==> config.mk <==
export PLATFORM = sky130hd
export DESIGN_NAME = cache_refill_flat
export DESIGN_NICKNAME = d
export VERILOG_FILES = /design/src/rtl/cache_pkg.sv /design/src/rtl/cache_refill_if.sv /design/src/rtl/cache_refill.sv /design/src/flat_wrapper.sv
export SDC_FILE = /design/constraint.sdc
export NUM_CORES = 1
export LEC_CHECK = 0
export CORE_AREA = 10 10 124 126
export DETAILED_ROUTE_END_ITERATION = 8
export DIE_AREA = 0 0 134 136
export GPL_TIMING_DRIVEN = 0
export PLACE_DENSITY = 0.82
export SETUP_SLACK_MARGIN = 0.05
export SYNTH_ARGS = -nofsm -noshare
export SYNTH_HDL_FRONTEND = slang
export SYNTH_SLANG_ARGS = --single-unit
==> constraint.sdc <==
create_clock -name clk -period 1.8 [get_ports clk]
set_input_delay 0.36 -clock clk [delete_from_list [all_inputs] [get_ports clk]]
set_output_delay 0.36 -clock clk [all_outputs]
set_load 0.02 [all_outputs]
==> src/rtl/cache_pkg.sv <==
// Shared definitions for the cache miss/refill path.
// Contents: address field widths, beat geometry and the refill FSM state type.
package cache_pkg;

    localparam int ADDR_W   = 64;
    localparam int TAG_W    = 52;   // addr[63:12]
    localparam int INDEX_W  = 6;    // addr[11:6]
    localparam int OFFSET_W = 6;    // addr[5:0]
    localparam int BEAT_W   = 64;
    localparam int BEATS    = 64 * 8 / BEAT_W;
    localparam int CNT_W    = $clog2(BEATS);

    // Mask that clears the byte-offset bits to form a block-aligned address.
    localparam logic [ADDR_W-1:0] OFFSET_MASK = ADDR_W'((64'd1 << OFFSET_W) - 64'd1);

    typedef enum logic [2:0] {
        IDLE,
        INVAL,
        REQ,
        FILL,
        COMMIT
    } refill_state_e;

endpackage

==> src/rtl/cache_refill_if.sv <==
// Bundle of every handshake/bus signal around the refill block.
//   miss_*     : miss request from set lookup (valid/ready)
//   mem_req_*  : burst read request to memory (valid/ready)
//   mem_resp_* : returning beats, no backpressure
//   ram_*      : data RAM write port
//   tag_*      : tag/valid array write port
//   refill_*   : completion / error pulses
// Modports: master = the refill block, slave = its surroundings.
interface cache_refill_if;
    import cache_pkg::*;

    logic                miss_valid;
    logic                miss_ready;
    logic [ADDR_W-1:0]   miss_addr;

    logic                mem_req_valid;
    logic                mem_req_ready;
    logic [ADDR_W-1:0]   mem_req_addr;

    logic                mem_resp_valid;
    logic [BEAT_W-1:0]   mem_resp_data;
    logic                mem_resp_last;

    logic                ram_wen;
    logic [INDEX_W-1:0]  ram_index;
    logic [OFFSET_W-1:0] ram_offset;
    logic [BEAT_W-1:0]   ram_wdata;

    logic                tag_we;
    logic [INDEX_W-1:0]  tag_index;
    logic [TAG_W-1:0]    tag_value;
    logic                tag_valid;

    logic                refill_done;
    logic                refill_err;

    modport master (
        input  miss_valid, miss_addr, mem_req_ready,
               mem_resp_valid, mem_resp_data, mem_resp_last,
        output miss_ready, mem_req_valid, mem_req_addr,
               ram_wen, ram_index, ram_offset, ram_wdata,
               tag_we, tag_index, tag_value, tag_valid,
               refill_done, refill_err
    );

    modport slave (
        output miss_valid, miss_addr, mem_req_ready,
               mem_resp_valid, mem_resp_data, mem_resp_last,
        input  miss_ready, mem_req_valid, mem_req_addr,
               ram_wen, ram_index, ram_offset, ram_wdata,
               tag_we, tag_index, tag_value, tag_valid,
               refill_done, refill_err
    );

endinterface

==> src/rtl/cache_refill.sv <==
// Cache miss refill engine.
// Accepts one miss at a time, invalidates the target block, issues a single
// block-aligned burst read, writes each returned beat into the data RAM and
// finally commits tag+valid. A burst whose last flag disagrees with the beat
// count is reported with refill_err and the block stays invalid.
// Ports:
//   clk : clock
//   rst : asynchronous reset, active-low
//   bus : cache_refill_if.master (miss, memory request/response, RAM, tag, status)
module cache_refill
    import cache_pkg::*;
(
    input  logic           clk,
    input  logic           rst,
    cache_refill_if.master bus
);

    refill_state_e      state;
    refill_state_e      state_nxt;
    logic [CNT_W-1:0]   beat_cnt;
    logic [ADDR_W-1:0]  addr_q;

    logic               beat;
    logic               final_beat;

    assign beat       = (state == FILL) && bus.mem_resp_valid;
    assign final_beat = (beat_cnt == CNT_W'(BEATS - 1));

    always_ff @(posedge clk or negedge rst) begin
        if (!rst) begin
            state    <= IDLE;
            beat_cnt <= '0;
            addr_q   <= '0;
        end else begin
            state <= state_nxt;
            if (state == IDLE && bus.miss_valid) begin
                addr_q <= bus.miss_addr;
            end
            if (state == REQ && bus.mem_req_ready) begin
                beat_cnt <= '0;
            end else if (beat) begin
                beat_cnt <= beat_cnt + 1'b1;
            end
        end
    end

    always_comb begin
        state_nxt         = state;
        bus.miss_ready    = 1'b0;
        bus.mem_req_valid = 1'b0;
        bus.ram_wen       = 1'b0;
        bus.tag_we        = 1'b0;
        bus.tag_valid     = 1'b0;
        bus.refill_done   = 1'b0;
        bus.refill_err    = 1'b0;
        case (state)
            IDLE: begin
                bus.miss_ready = 1'b1;
                if (bus.miss_valid) begin
                    state_nxt = INVAL;
                end
            end
            INVAL: begin
                // Clear valid before any data lands so a half-filled block never hits.
                bus.tag_we = 1'b1;
                state_nxt  = REQ;
            end
            REQ: begin
                bus.mem_req_valid = 1'b1;
                if (bus.mem_req_ready) begin
                    state_nxt = FILL;
                end
            end
            FILL: begin
                if (beat) begin
                    // The beat is written even when it exposes a length error.
                    bus.ram_wen = 1'b1;
                    if (bus.mem_resp_last && final_beat) begin
                        state_nxt = COMMIT;
                    end else if (bus.mem_resp_last || final_beat) begin
                        bus.refill_err = 1'b1;
                        state_nxt      = IDLE;
                    end
                end
            end
            COMMIT: begin
                bus.tag_we      = 1'b1;
                bus.tag_valid   = 1'b1;
                bus.refill_done = 1'b1;
                state_nxt       = IDLE;
            end
            default: begin
                state_nxt = IDLE;
            end
        endcase
    end

    // Address fields come straight from the latch, so they hold still while
    // the request waits for mem_req_ready.
    assign bus.mem_req_addr = addr_q & ~OFFSET_MASK;
    assign bus.ram_index    = addr_q[OFFSET_W +: INDEX_W];
    assign bus.ram_offset   = {beat_cnt, 3'b000};
    assign bus.ram_wdata    = bus.ram_wen ? bus.mem_resp_data : '0;
    assign bus.tag_index    = addr_q[OFFSET_W +: INDEX_W];
    assign bus.tag_value    = addr_q[ADDR_W-1 -: TAG_W];

endmodule

==> src/flat_wrapper.sv <==
// flat-port wrapper written by rule: the top's interface ports become plain ports
module cache_refill_flat import cache_pkg::*;
  (clk, rst, bus_miss_valid, bus_miss_addr, bus_mem_req_ready, bus_mem_resp_valid, bus_mem_resp_data, bus_mem_resp_last, bus_miss_ready, bus_mem_req_valid, bus_mem_req_addr, bus_ram_wen, bus_ram_index, bus_ram_offset, bus_ram_wdata, bus_tag_we, bus_tag_index, bus_tag_value, bus_tag_valid, bus_refill_done, bus_refill_err);
  cache_refill_if bus_i ();
  input  logic clk;
  input  logic rst;
  input wire logic [$bits(bus_i.miss_valid)-1:0] bus_miss_valid;
  input wire logic [$bits(bus_i.miss_addr)-1:0] bus_miss_addr;
  input wire logic [$bits(bus_i.mem_req_ready)-1:0] bus_mem_req_ready;
  input wire logic [$bits(bus_i.mem_resp_valid)-1:0] bus_mem_resp_valid;
  input wire logic [$bits(bus_i.mem_resp_data)-1:0] bus_mem_resp_data;
  input wire logic [$bits(bus_i.mem_resp_last)-1:0] bus_mem_resp_last;
  output wire logic [$bits(bus_i.miss_ready)-1:0] bus_miss_ready;
  output wire logic [$bits(bus_i.mem_req_valid)-1:0] bus_mem_req_valid;
  output wire logic [$bits(bus_i.mem_req_addr)-1:0] bus_mem_req_addr;
  output wire logic [$bits(bus_i.ram_wen)-1:0] bus_ram_wen;
  output wire logic [$bits(bus_i.ram_index)-1:0] bus_ram_index;
  output wire logic [$bits(bus_i.ram_offset)-1:0] bus_ram_offset;
  output wire logic [$bits(bus_i.ram_wdata)-1:0] bus_ram_wdata;
  output wire logic [$bits(bus_i.tag_we)-1:0] bus_tag_we;
  output wire logic [$bits(bus_i.tag_index)-1:0] bus_tag_index;
  output wire logic [$bits(bus_i.tag_value)-1:0] bus_tag_value;
  output wire logic [$bits(bus_i.tag_valid)-1:0] bus_tag_valid;
  output wire logic [$bits(bus_i.refill_done)-1:0] bus_refill_done;
  output wire logic [$bits(bus_i.refill_err)-1:0] bus_refill_err;
  assign bus_i.miss_valid = bus_miss_valid;
  assign bus_i.miss_addr = bus_miss_addr;
  assign bus_i.mem_req_ready = bus_mem_req_ready;
  assign bus_i.mem_resp_valid = bus_mem_resp_valid;
  assign bus_i.mem_resp_data = bus_mem_resp_data;
  assign bus_i.mem_resp_last = bus_mem_resp_last;
  assign bus_miss_ready = bus_i.miss_ready;
  assign bus_mem_req_valid = bus_i.mem_req_valid;
  assign bus_mem_req_addr = bus_i.mem_req_addr;
  assign bus_ram_wen = bus_i.ram_wen;
  assign bus_ram_index = bus_i.ram_index;
  assign bus_ram_offset = bus_i.ram_offset;
  assign bus_ram_wdata = bus_i.ram_wdata;
  assign bus_tag_we = bus_i.tag_we;
  assign bus_tag_index = bus_i.tag_index;
  assign bus_tag_value = bus_i.tag_value;
  assign bus_tag_valid = bus_i.tag_valid;
  assign bus_refill_done = bus_i.refill_done;
  assign bus_refill_err = bus_i.refill_err;
  cache_refill u_core (.clk(clk), .rst(rst), .bus(bus_i));
endmodule
# ---- Word level (Yosys, flattened, before mapping)
# Cells that the tools add are included.
dict set report classes {
  eq_ne 9
  n_addsub 1
  mux 19
  n_reduce_logical 9
}
# cell count
set ops {}
lappend ops {{two-way mux 64 bit} 1}
lappend ops {{two-way mux 3 bit} 7}
lappend ops {{one-hot mux 3 bit (4 select lines)} 1}
lappend ops {{two-way mux 1 bit} 10}
lappend ops {{== test 3 x 2 -> 1 bit (second input constant)} 2}
lappend ops {{== test 3 bit (second input constant)} 2}
lappend ops {{logical AND 1 bit} 4}
lappend ops {{inequality test 2 bit (second input constant)} 2}
lappend ops {{AND reduction 4 bit} 1}
lappend ops {{adder 3 x 1 -> 3 bit (second input constant)} 1}
lappend ops {{== test 3 x 1 -> 1 bit (second input constant)} 1}
lappend ops {{logical NOT 3 bit} 1}
lappend ops {{inequality test 3 bit (second input constant)} 1}
lappend ops {{inequality test 2 x 1 -> 1 bit (second input constant)} 1}
lappend ops {{nonzero test 2 bit} 1}
lappend ops {{OR reduction 2 bit} 1}
lappend ops {{logical OR 1 bit} 1}
dict set report totals {
  register_bits 70
  in_bits 134
}

# ---- Depth between registers and ports, before layout
# Gate-level depths: netlist of run 1.
dict set report depth {
  word_depth 6
  depth_mapped 7
  mapped_depth_nobuf 7
}

# ---- Worst setup path before layout of run 1
# No wires, ideal clock.
dict set report synth_timing {
  path_type {reg-to-output}
  from {register u_core.state[2]}
  to {output port bus_ram_wdata[39]}
  stages_incl_launch_ff 6
  arrival_ns 1.490
  t_required_ns 1.440
  setup_slack_ns -0.050
  n_path_buf 3
  path_cell_list {dfrtp_1 > buf_4 > and4b_1 > clkbuf_2 > clkbuf_1 > and2_1}
}
dict set report synth_via {
  elab_chain_len 5
}
# item line_no
set synth_rtl {}
lappend synth_rtl {{start: declaration} cache_refill.sv:18} ;# refill_state_e state;
lappend synth_rtl {{start signal: assignment} cache_refill.sv:35} ;# state <= state_nxt;
lappend synth_rtl {{== test 3 x 2 -> 1 bit (*)} {cache_refill.sv:26, cache_refill.sv:56}}
lappend synth_rtl {{logical AND 1 bit} cache_refill.sv:26} ;# assign beat = (state == FILL) && bus.mem_resp_valid;
lappend synth_rtl {{two-way mux 1 bit} cache_refill.sv:75} ;# if (beat) begin
lappend synth_rtl {{two-way mux 1 bit (*)} cache_refill.sv:56} ;# case (state)
lappend synth_rtl {{named net bus_ram_wen} flat_wrapper.sv:16} ;# output wire logic [$bits(bus_i.ram_wen)-1:0] bus_ram_wen;
lappend synth_rtl {{two-way mux 64 bit (*)} cache_refill.sv:103} ;# assign bus.ram_wdata = bus.ram_wen ? bus.mem_resp_data : '0;
lappend synth_rtl {{end: declaration} flat_wrapper.sv:19} ;# output wire logic [$bits(bus_i.ram_wdata)-1:0] bus_ram_wdata;
# The timed path passes the listed nets; every way through them passes the cells marked *.

# ---- Final worst setup path of run 1
dict set report layout_timing {
  from {register u_core.state[2]}
  to {output port bus_ram_wdata[34]}
}
dict set report layout_via {
  elab_chain_len 5
}
# item line_no
set layout_rtl {}
lappend layout_rtl {{== test 3 x 2 -> 1 bit (*)} {cache_refill.sv:26, cache_refill.sv:56}}
lappend layout_rtl {{logical AND 1 bit} cache_refill.sv:26}
lappend layout_rtl {{two-way mux 1 bit} cache_refill.sv:75}
lappend layout_rtl {{two-way mux 1 bit (*)} cache_refill.sv:56}
lappend layout_rtl {{two-way mux 64 bit (*)} cache_refill.sv:103}
# Mark *: on every way between the ends. The rest lies on a longest branch, timed or not.

==> results of run 1 <==
sequential cells by signal, indices dropped and copies added, names as in the netlist:
register	cells
u_core.state	3
u_core.beat_cnt	3
u_core.addr_q	58
path summary, 6_finish.rpt:
path / to / slack, ps / from
worst max register to register: u_core.addr_q[7] / -120 / u_core.state[2]
worst min register to register: u_core.addr_q[21] / 540 / u_core.addr_q[21]
max in group asynchronous: u_core.state[2] / 1110 / rst
worst max-delay path: bus_ram_wdata[34] / -240 / u_core.state[2]
worst min-delay path: u_core.addr_q[13] / 150 / rst
min in group clk: u_core.addr_q[21] / 540 / u_core.addr_q[21]
metrics by stage:
step,setup WS [ps],std cells,TNS (ps),hold slack (ps)
2_1_floorplan,74.4,317,0,64.4
3_3_place_gp,-1760,816,-165770,514
3_5_place_dp,-891,816,-53860,518
4_1_cts,-286,843,-17490,168
5_1_grt,-302,857,-24940,206
6_report,-243,857,-16990,148
kinds of logic (layout without fill, tap and decap cells):
kind of cell,after synthesis,after routing,synth area share [%]
buf+inv,94,458,19.6
simple gates,81,81,13.8
flops,64,64,43.6
mux,61,61,20.6
fa+ha+maj,4,4,1.36
compound gates,2,2,0.443
xor+xnor,2,2,0.477
other cells,1,9,0.102
what timing repair did:
item	4_1_cts	5_1_grt
resized for setup	508	69
endpoints found under the hold margin	0	0
gates cloned	2	6
setup buffers	9	8
endpoints found under the setup margin	140	137
pin swaps	13	3
placed cells by master (no fill, tap or decap), types with 2 or more instances in the layout:
cell | Yosys | routed
sky130_fd_sc_hd__xnor2_1 | 2 | 2
sky130_fd_sc_hd__ha_1 | 4 | 2
sky130_fd_sc_hd__buf_12 | 3 | 9
sky130_fd_sc_hd__nor2_1 | 6 | 5
sky130_fd_sc_hd__clkbuf_4 | 0 | 2
sky130_fd_sc_hd__buf_6 | 2 | 41
sky130_fd_sc_hd__and4b_1 | 2 | 2
sky130_fd_sc_hd__clkbuf_16 | 0 | 15
sky130_fd_sc_hd__clkinv_2 | 0 | 2
sky130_fd_sc_hd__mux2_4 | 20 | 58
sky130_fd_sc_hd__buf_2 | 0 | 2
sky130_fd_sc_hd__clkbuf_8 | 0 | 2
sky130_fd_sc_hd__mux2i_1 | 3 | 3
sky130_fd_sc_hd__clkdlybuf4s50_1 | 0 | 171
sky130_fd_sc_hd__and2_1 | 69 | 50
sky130_fd_sc_hd__buf_4 | 80 | 123
sky130_fd_sc_hd__conb_1 | 1 | 9
sky130_fd_sc_hd__and2_4 | 0 | 19
sky130_fd_sc_hd__dfrtp_1 | 64 | 64
sky130_fd_sc_hd__dlygate4sd2_1 | 0 | 70
sky130_fd_sc_hd__dlymetal6s2s_1 | 0 | 10
sky130_fd_sc_hd__buf_8 | 0 | 4
sky130_fd_sc_hd__clkinvlp_4 | 0 | 3
worst max-delay path, cell delays in order (launching register included):
cell	delay, ps
sky130_fd_sc_hd__dfrtp_1	370
sky130_fd_sc_hd__buf_6	120
sky130_fd_sc_hd__and4b_1	270
sky130_fd_sc_hd__buf_8	130
sky130_fd_sc_hd__buf_6	130
sky130_fd_sc_hd__buf_8	110
sky130_fd_sc_hd__and2_4	140
sky130_fd_sc_hd__buf_6	110
where the power goes:
part | switching (W) | total, W | internal, W
registers | 0.000668 | 0.00282 | 0.00215
clock network | 0.000662 | 0.00173 | 0.00107
logic | 0.00414 | 0.00922 | 0.00508
total | 0.00547 | 0.0138 | 0.00830
routing by layer:
layer | wire length [um] | track usage [%] | up-vias
met5 | 0 | 0 | -
met1 | 5660 | 14.8 | 1696
met2 | 8640 | 29.7 | 206
li1 | - | - | 1650
met3 | 1620 | 6.97 | 12
met4 | 277 | 5.62 | 0
area by class of cell:
type | instances | area [um2]
Multi-Input combinational cell | 159 | 1610
Clock buffer | 9 | 225
Sequential cell | 64 | 1600
Inverter | 2 | 7.51
Timing Repair Buffer | 348 | 3460
Fill cell | 1046 | 4970
Tap cell | 176 | 220
Buffer | 92 | 816
Clock inverter | 7 | 71.3
==> results.md, run 1 <==
- VDD sags by at most 0.750 mV.
- Headroom to the max-slew limit came out at 44.5%.
- The length of the first detailed-routing pass in iterations is 4.
- By count the netlist is led by sky130_fd_sc_hd__buf_4 (80), sky130_fd_sc_hd__and2_1 (69), sky130_fd_sc_hd__dfrtp_1 (64).
- The worst setup path is launched from a flop.
- The number of sinks handled by clock tree synthesis is 64.
- Total power for the finished layout comes to 0.0138 W.
- Summed over all cells, the static leakage comes to 3.97 nW.
- The number of antenna diodes in the final layout is 0.
- Setup violations remaining at the end of the flow were counted as 125.
- By area the synthesized netlist is led by sky130_fd_sc_hd__dfrtp_1 (44%), sky130_fd_sc_hd__buf_4 (16%), sky130_fd_sc_hd__and2_1 (12%).
- Global routing finished with a remaining overflow of 0.
- A synthesized cell averages 11.9 um2.
- In this run the vertical extent of the chip is 136 um.
- The final number of hold-violating endpoints is 0.
- The total via count in the routed design is 3564.
- The maximum clock skew at final layout is 10.9 ps.
- The depth of the most critical reg-to-reg path is 9.
- Yosys printed 0 warnings.
- The cell type with the largest total area after synthesis is sky130_fd_sc_hd__dfrtp_1.
- The area share of the largest cell type after synthesis is 43.6%.
- The detail route stage leaves a number of antenna-violating nets equal to 0.
- For the pin with the worst max-slew slack, the measured transition is 833 ps.
- The most used flip-flop cell after synthesis is sky130_fd_sc_hd__dfrtp_1.
- The utilization after layout is 61.7%.
- For this run, the total global-route usage over all layers was measured as 15.8%.
- The synthesized netlist contains 22 unique library cells.
- Along the worst path, the maximum fanout reaches 7.
- Setup slack on the critical path of the routed design comes to -243 ps.
- The die boundary width is 134 um.
- The floorplan step defined a core boundary enclosing 13000 um2.
- The final layout contains 814 nets.
- The required time of the critical path is 1440 ps.
- The cell area that synthesis handed to floorplanning was 3670 um2.
- The first global-routing pass estimated 22700 um of wire.
- The number of instances in the synthesized netlist is 309.
- The share of the clock period used by the worst path is 113%.
- The violation count after the first detailed-routing iteration is 102.
- The initial cell density of the core is 28.3%.
- The finished cells cover 8010 um2.
- Counting I/O delays and the setup requirement, the final critical path takes 2040 ps.
- At the end of routability-driven placement, the weighted congestion stood at 0.788.
- The number of H-tree branching levels is 3.
- The top-level I/O count is 339.
- The number of placement rows is 42.
- Setup repair after global routing could not meet its margin everywhere.
- The detailed-route vias per instance is 4.16.
- The min-delay analysis places its worst path in the category input pin to async pin.
- The root cell of the clock tree is sky130_fd_sc_hd__clkbuf_16.
- The die covers 18200 um2.
- The count of state elements after synthesis is 64.
- The final reports fail on negative setup slack.
- Summed over all nets, the half-perimeter wirelength after detailed placement is 13100 um.
- The critical path start-end classification is flop to primary output.
- Buffers placed on the I/O ports in this run total 323.
- After detailed placement, the total cell area comes to 7170 um2.
- The flow ran to the end, but the final reports show violations.
- TritonCTS built the clock tree.
- In the final routed layout, each cell accounts on average for 18.9 um.
- The clock transition time at the flip-flop clock pins of the worst setup and hold paths is 60 ps.
- Relative to the synthesized area, the layout overhead comes to 118%.
- The data arrival time of the critical path is 1680 ps.
- Entering global routing, the biggest net connects 65 pins.
- The layout cell share with drive strength beyond 1 is 42.3%.
- The number of antenna violations at the first check in global routing is 0.
- In this run, synthesis inferred 0 flip-flops with an integrated enable.
- The tool flagged a number of max-cap violations equal to 0.
- The element type at the critical path end is a primary output.
- The highest attainable clock frequency is 490 MHz.
- The detailed-route DRC error count is 0.
- The wire length after detailed routing is 16200 um.
- The max-slew violation total from the final report is 0.
- For this run, asynchronously set or reset flops after synthesis account for 100%.
- The total power density per cell area is 1720 nW/um2.
- sky130_fd_sc_hd__buf_4 is the most common cell in the netlist.
- The number of global-route vias before repair came to 3988.
- The clock passes through at most 2 buffers.
- The number of clock buffers added by TritonCTS is 9.
- Buffers inserted to repair hold after CTS numbered 0.
- At the later pin of the worst-skew pair, clock insertion delay measures 330 ps.
- After synthesis, flip-flops and latches occupy 43.6% of the total area.
(Power assumes the default switching activity.)
==> run 2: changes to the inputs <==
- TNS_END_PERCENT: default -> 30
==> results.md, run 2 (same netlist as run 1, synthesis figures left out) <==
- Outcome: finished, violations left (unchanged).
- Violated checks: negative setup slack (unchanged).
- The actual slew at the worst max-slew pin was 818 ps (was 833 ps).
- The remaining number of nets flagged by the antenna check after routing is 0 (unchanged).
- The critical path startpoint category was a flop (unchanged).
- The number of placed instances with taps included is 816 (unchanged).
- The aggregate global routing overflow was 0 (unchanged).
- Setup repair after global routing missed its margin: yes (unchanged).
- The weighted congestion at the end of routability-driven global placement was 0.878 (was 0.788).
- The number of H-tree branching levels is 3 (unchanged).
- The final sum of negative setup slack is -15490 ps (was -16990 ps).
- The cell internal power dissipation is 0.00811 W (was 0.00830 W).
- The multi-input gate area in the final layout is 1440 um2 (was 1610 um2).
- The reg-to-reg setup timing slack is 50 ps (was -120 ps).
- The required time of the critical path is 1440 ps (about the same).
- The part of the total power dissipated in sequential elements is 20.6% (was 20.5%).
- The number of antenna violations at the first check in global routing is 0 (unchanged).
- The wire length after detailed routing was 15700 um (was 16200 um).
- The final worst slack is -286 ps (was -243 ps).
- The highest attainable clock frequency was 479 MHz (was 490 MHz).
- The area occupied by registers is 1600 um2 (unchanged).
- The maximum clock insertion buffer count was 2 (unchanged).
- The total leakage power is 3.68 nW (was 3.97 nW).
- The power share of the clock group came to 13.5% (was 12.6%).
- The CTS tree is yes (unchanged).
- The violation count after the first detailed-routing iteration is 63 (was 102).
- The classification of the worst-slack hold path is input pin to async pin (unchanged).
- The source-to-sink clock delay at the later pin of the worst-skew pair is 320 ps (was 330 ps).
- The total number of nets in the final design is 797 (was 814).
- The share of the clock period used by the worst path is 116% (was 113%).
- The root cell of the clock tree is sky130_fd_sc_hd__clkbuf_16 (unchanged).
- The reported net switching power is 0.00527 W (was 0.00547 W).
- The critical path start-end classification is flop to primary output (unchanged).
- The register with the most flip-flops was u_core.addr_q (unchanged).
- The number of global-route vias before repair is 3850 (was 3988).
- The number of port buffers was 323 (unchanged).
- The number of flip-flops in the largest register came to 58 (unchanged).
- The top-level I/O count is 339 (unchanged).
- The utilization after layout is 57.3% (was 61.7%).
- The half-perimeter wire length after placement is 13100 um (about the same).
- The core box area is 13000 um2 (unchanged).
- The maximum clock skew at final layout is 5.89 ps (was 10.9 ps).
- The final total power is 0.0134 W (was 0.0138 W).
- The number of sinks handled by clock tree synthesis is 64 (unchanged).
- The maximum number of pins on one net before global-route repair is 65 (unchanged).
- The detailed-route vias per instance is 4.08 (was 4.16).
- The number of placement rows was 42 (unchanged).
- The startpoint of the most critical register-to-register path is u_core.state[2] (unchanged).
- The layout cell share with drive strength beyond 1 was 49.8% (was 42.3%).
- The time the final worst path needs with I/O delays and setup is 2090 ps (was 2040 ps).
- The peak supply drop was 0.787 mV (was 0.750 mV).
- The max-slew violation total from the final report is 0 (unchanged).
- The total via count in the routed design was 3424 (was 3564).
- The maximum fanout along the worst path is 7 (unchanged).
- The end of the worst register-to-register path is u_core.addr_q[8] (was u_core.addr_q[7]).
- The global-route wire length before repair is 23200 um (was 22700 um).
- The die footprint is 18200 um2 (unchanged).
- The clock transition time at the flip-flop clock pins of the worst setup and hold paths is 60 ps (about the same).
- The part of the power in combinational logic is 65.8% (was 66.9%).
- Top flop regs: u_core.addr_q: 58 flops, u_core.beat_cnt: 3 flops, u_core.state: 3 flops (unchanged).
- The count of fill cells added during filler insertion is 1116 (was 1046).
- The commonest non-fill, non-tap cell in the layout is sky130_fd_sc_hd__buf_4 (was sky130_fd_sc_hd__clkdlybuf4s50_1).
- The final number of hold-violating endpoints is 0 (unchanged).
- The element type at the critical path end is a primary output (unchanged).
- Leading cell types in the layout, fill and taps excluded: sky130_fd_sc_hd__buf_4 (198), sky130_fd_sc_hd__clkdlybuf4s50_1 (173), sky130_fd_sc_hd__dfrtp_1 (64), sky130_fd_sc_hd__and2_1 (50), sky130_fd_sc_hd__mux2_2 (38) (was sky130_fd_sc_hd__clkdlybuf4s50_1 (171), sky130_fd_sc_hd__buf_4 (123), sky130_fd_sc_hd__dlygate4sd2_1 (70), sky130_fd_sc_hd__dfrtp_1 (64), sky130_fd_sc_hd__mux2_4 (58)).
- The final number of setup-violating endpoints is 68 (was 125).
- The diode insertion count for antenna repair is 0 (unchanged).
- The routed length per placed instance was 18.7 um (was 18.9 um).
- The global router's overall resource usage is 16.2% (was 15.8%).
- The proportion of total power due to net switching is 39.4% (was 39.7%).
- The number of buffers inserted for hold repair after clock tree synthesis was 0 (unchanged).
- The length of the first detailed-routing pass in iterations is 4 (unchanged).
- The worst slew margin relative to its limit came to 45.5% (was 44.5%).
- The total power density per cell area is 1800 nW/um2 (was 1720 nW/um2).
- The depth of the most critical reg-to-reg path is 8 (was 9).
- The height of the die is 136 um (unchanged).
- The die boundary width is 134 um (unchanged).
- The number of cells in the finished layout apart from fillers was 840 (was 857).
- The startpoint of the most critical setup path is u_core.state[2] (unchanged).
- The synthesis-to-finish area growth was 102% (was 118%).
- The data arrival time of the critical path is 1730 ps (was 1680 ps).
- The number of maximum-capacitance violations is 0 (unchanged).
- The final hold slack is 131 ps (was 148 ps).
- The clock buffer count from CTS is 9 (unchanged).
- The initial cell density of the core came to 28.3% (unchanged).
- The capturing element of the worst setup path is bus_refill_err (was bus_ram_wdata[34]).
- The detailed-route DRC error count is 0 (unchanged).
run 2: cell count changes in the layout (fill, tap and decap cells not counted), moves of 6 or more:
cell / delta
sky130_fd_sc_hd__buf_12: -6
sky130_fd_sc_hd__dlygate4sd2_1: -67
sky130_fd_sc_hd__clkbuf_16: -6
sky130_fd_sc_hd__mux2_2: +38
sky130_fd_sc_hd__buf_4: +75
sky130_fd_sc_hd__mux2_4: -38
sky130_fd_sc_hd__buf_6: -17
run 2: how the worst min path moves through the flow:
stage | start | endpoint | slack (ps) | cells after the start
2_1_floorplan | rst | u_core.addr_q[10] | 60 | 0
5_1_grt | rst | u_core.addr_q[15] | 210 | 1
3_3_place_gp | u_core.addr_q[46] | u_core.addr_q[46] | 520 | 1
6_report | rst | u_core.addr_q[15] | 130 | 1
4_1_cts | rst | u_core.addr_q[60] | 150 | 1
3_5_place_dp | rst | u_core.addr_q[60] | 510 | 1
run 2: per-stage QoR:
stage | worst slack (ps) | instance area [um2]
after floorplan | 38.8 | 3710
after global placement | -1740 | 7160
after detailed placement | -984 | 7160
after CTS | -320 | 7400
after global routing | -355 | 7440
final | -286 | 7440
run 2: cell type report:
class	count	share of cell area (%)
buffer	92	10.4
clock inverter	4	0.689
multi-input combinational	159	19.3
sequential	64	21.5
inverter	2	0.101
tap	176	2.96
timing repair buffer	331	41.5
clock buffer	12	3.58
run 2: power by group through the flow:
stage	clock network (W)	logic [W]	registers, W
after CTS	0.00186	0.00892	0.00279
after detailed placement	0	0.00897	0.00281
after floorplan	0	0.00392	0.00349
after global routing	0.00193	0.00929	0.00287
final	0.00181	0.00881	0.00276
after global placement	0	0.00882	0.00275
run 2: what timing repair did:
action	CTS	global route
pin swaps	13	2
cloned	2	0
setup buffers	5	1
endpoints found under the setup margin	138	98
gates resized for setup	479	21
run 2: worst max-delay path: stages, from the launching register on:
cell and delay (ps):
sky130_fd_sc_hd__dfrtp_1 370, sky130_fd_sc_hd__buf_6 130, sky130_fd_sc_hd__and4b_1 270, sky130_fd_sc_hd__buf_8 130
sky130_fd_sc_hd__bufbuf_16 250, sky130_fd_sc_hd__and2_4 130, sky130_fd_sc_hd__buf_6 110
run 2: layer usage:
layer | vias to the layer above | routed length, um | track usage [%] | part of all wire (%)
met4 | 0 | 165 | 5.08 | 1.1
met2 | 184 | 8480 | 30.1 | 54
met1 | 1620 | 5650 | 16.6 | 36
li1 | 1610 | - | - | -
met3 | 10 | 1380 | 5.87 | 8.8
met5 | - | 0 | 0 | 0
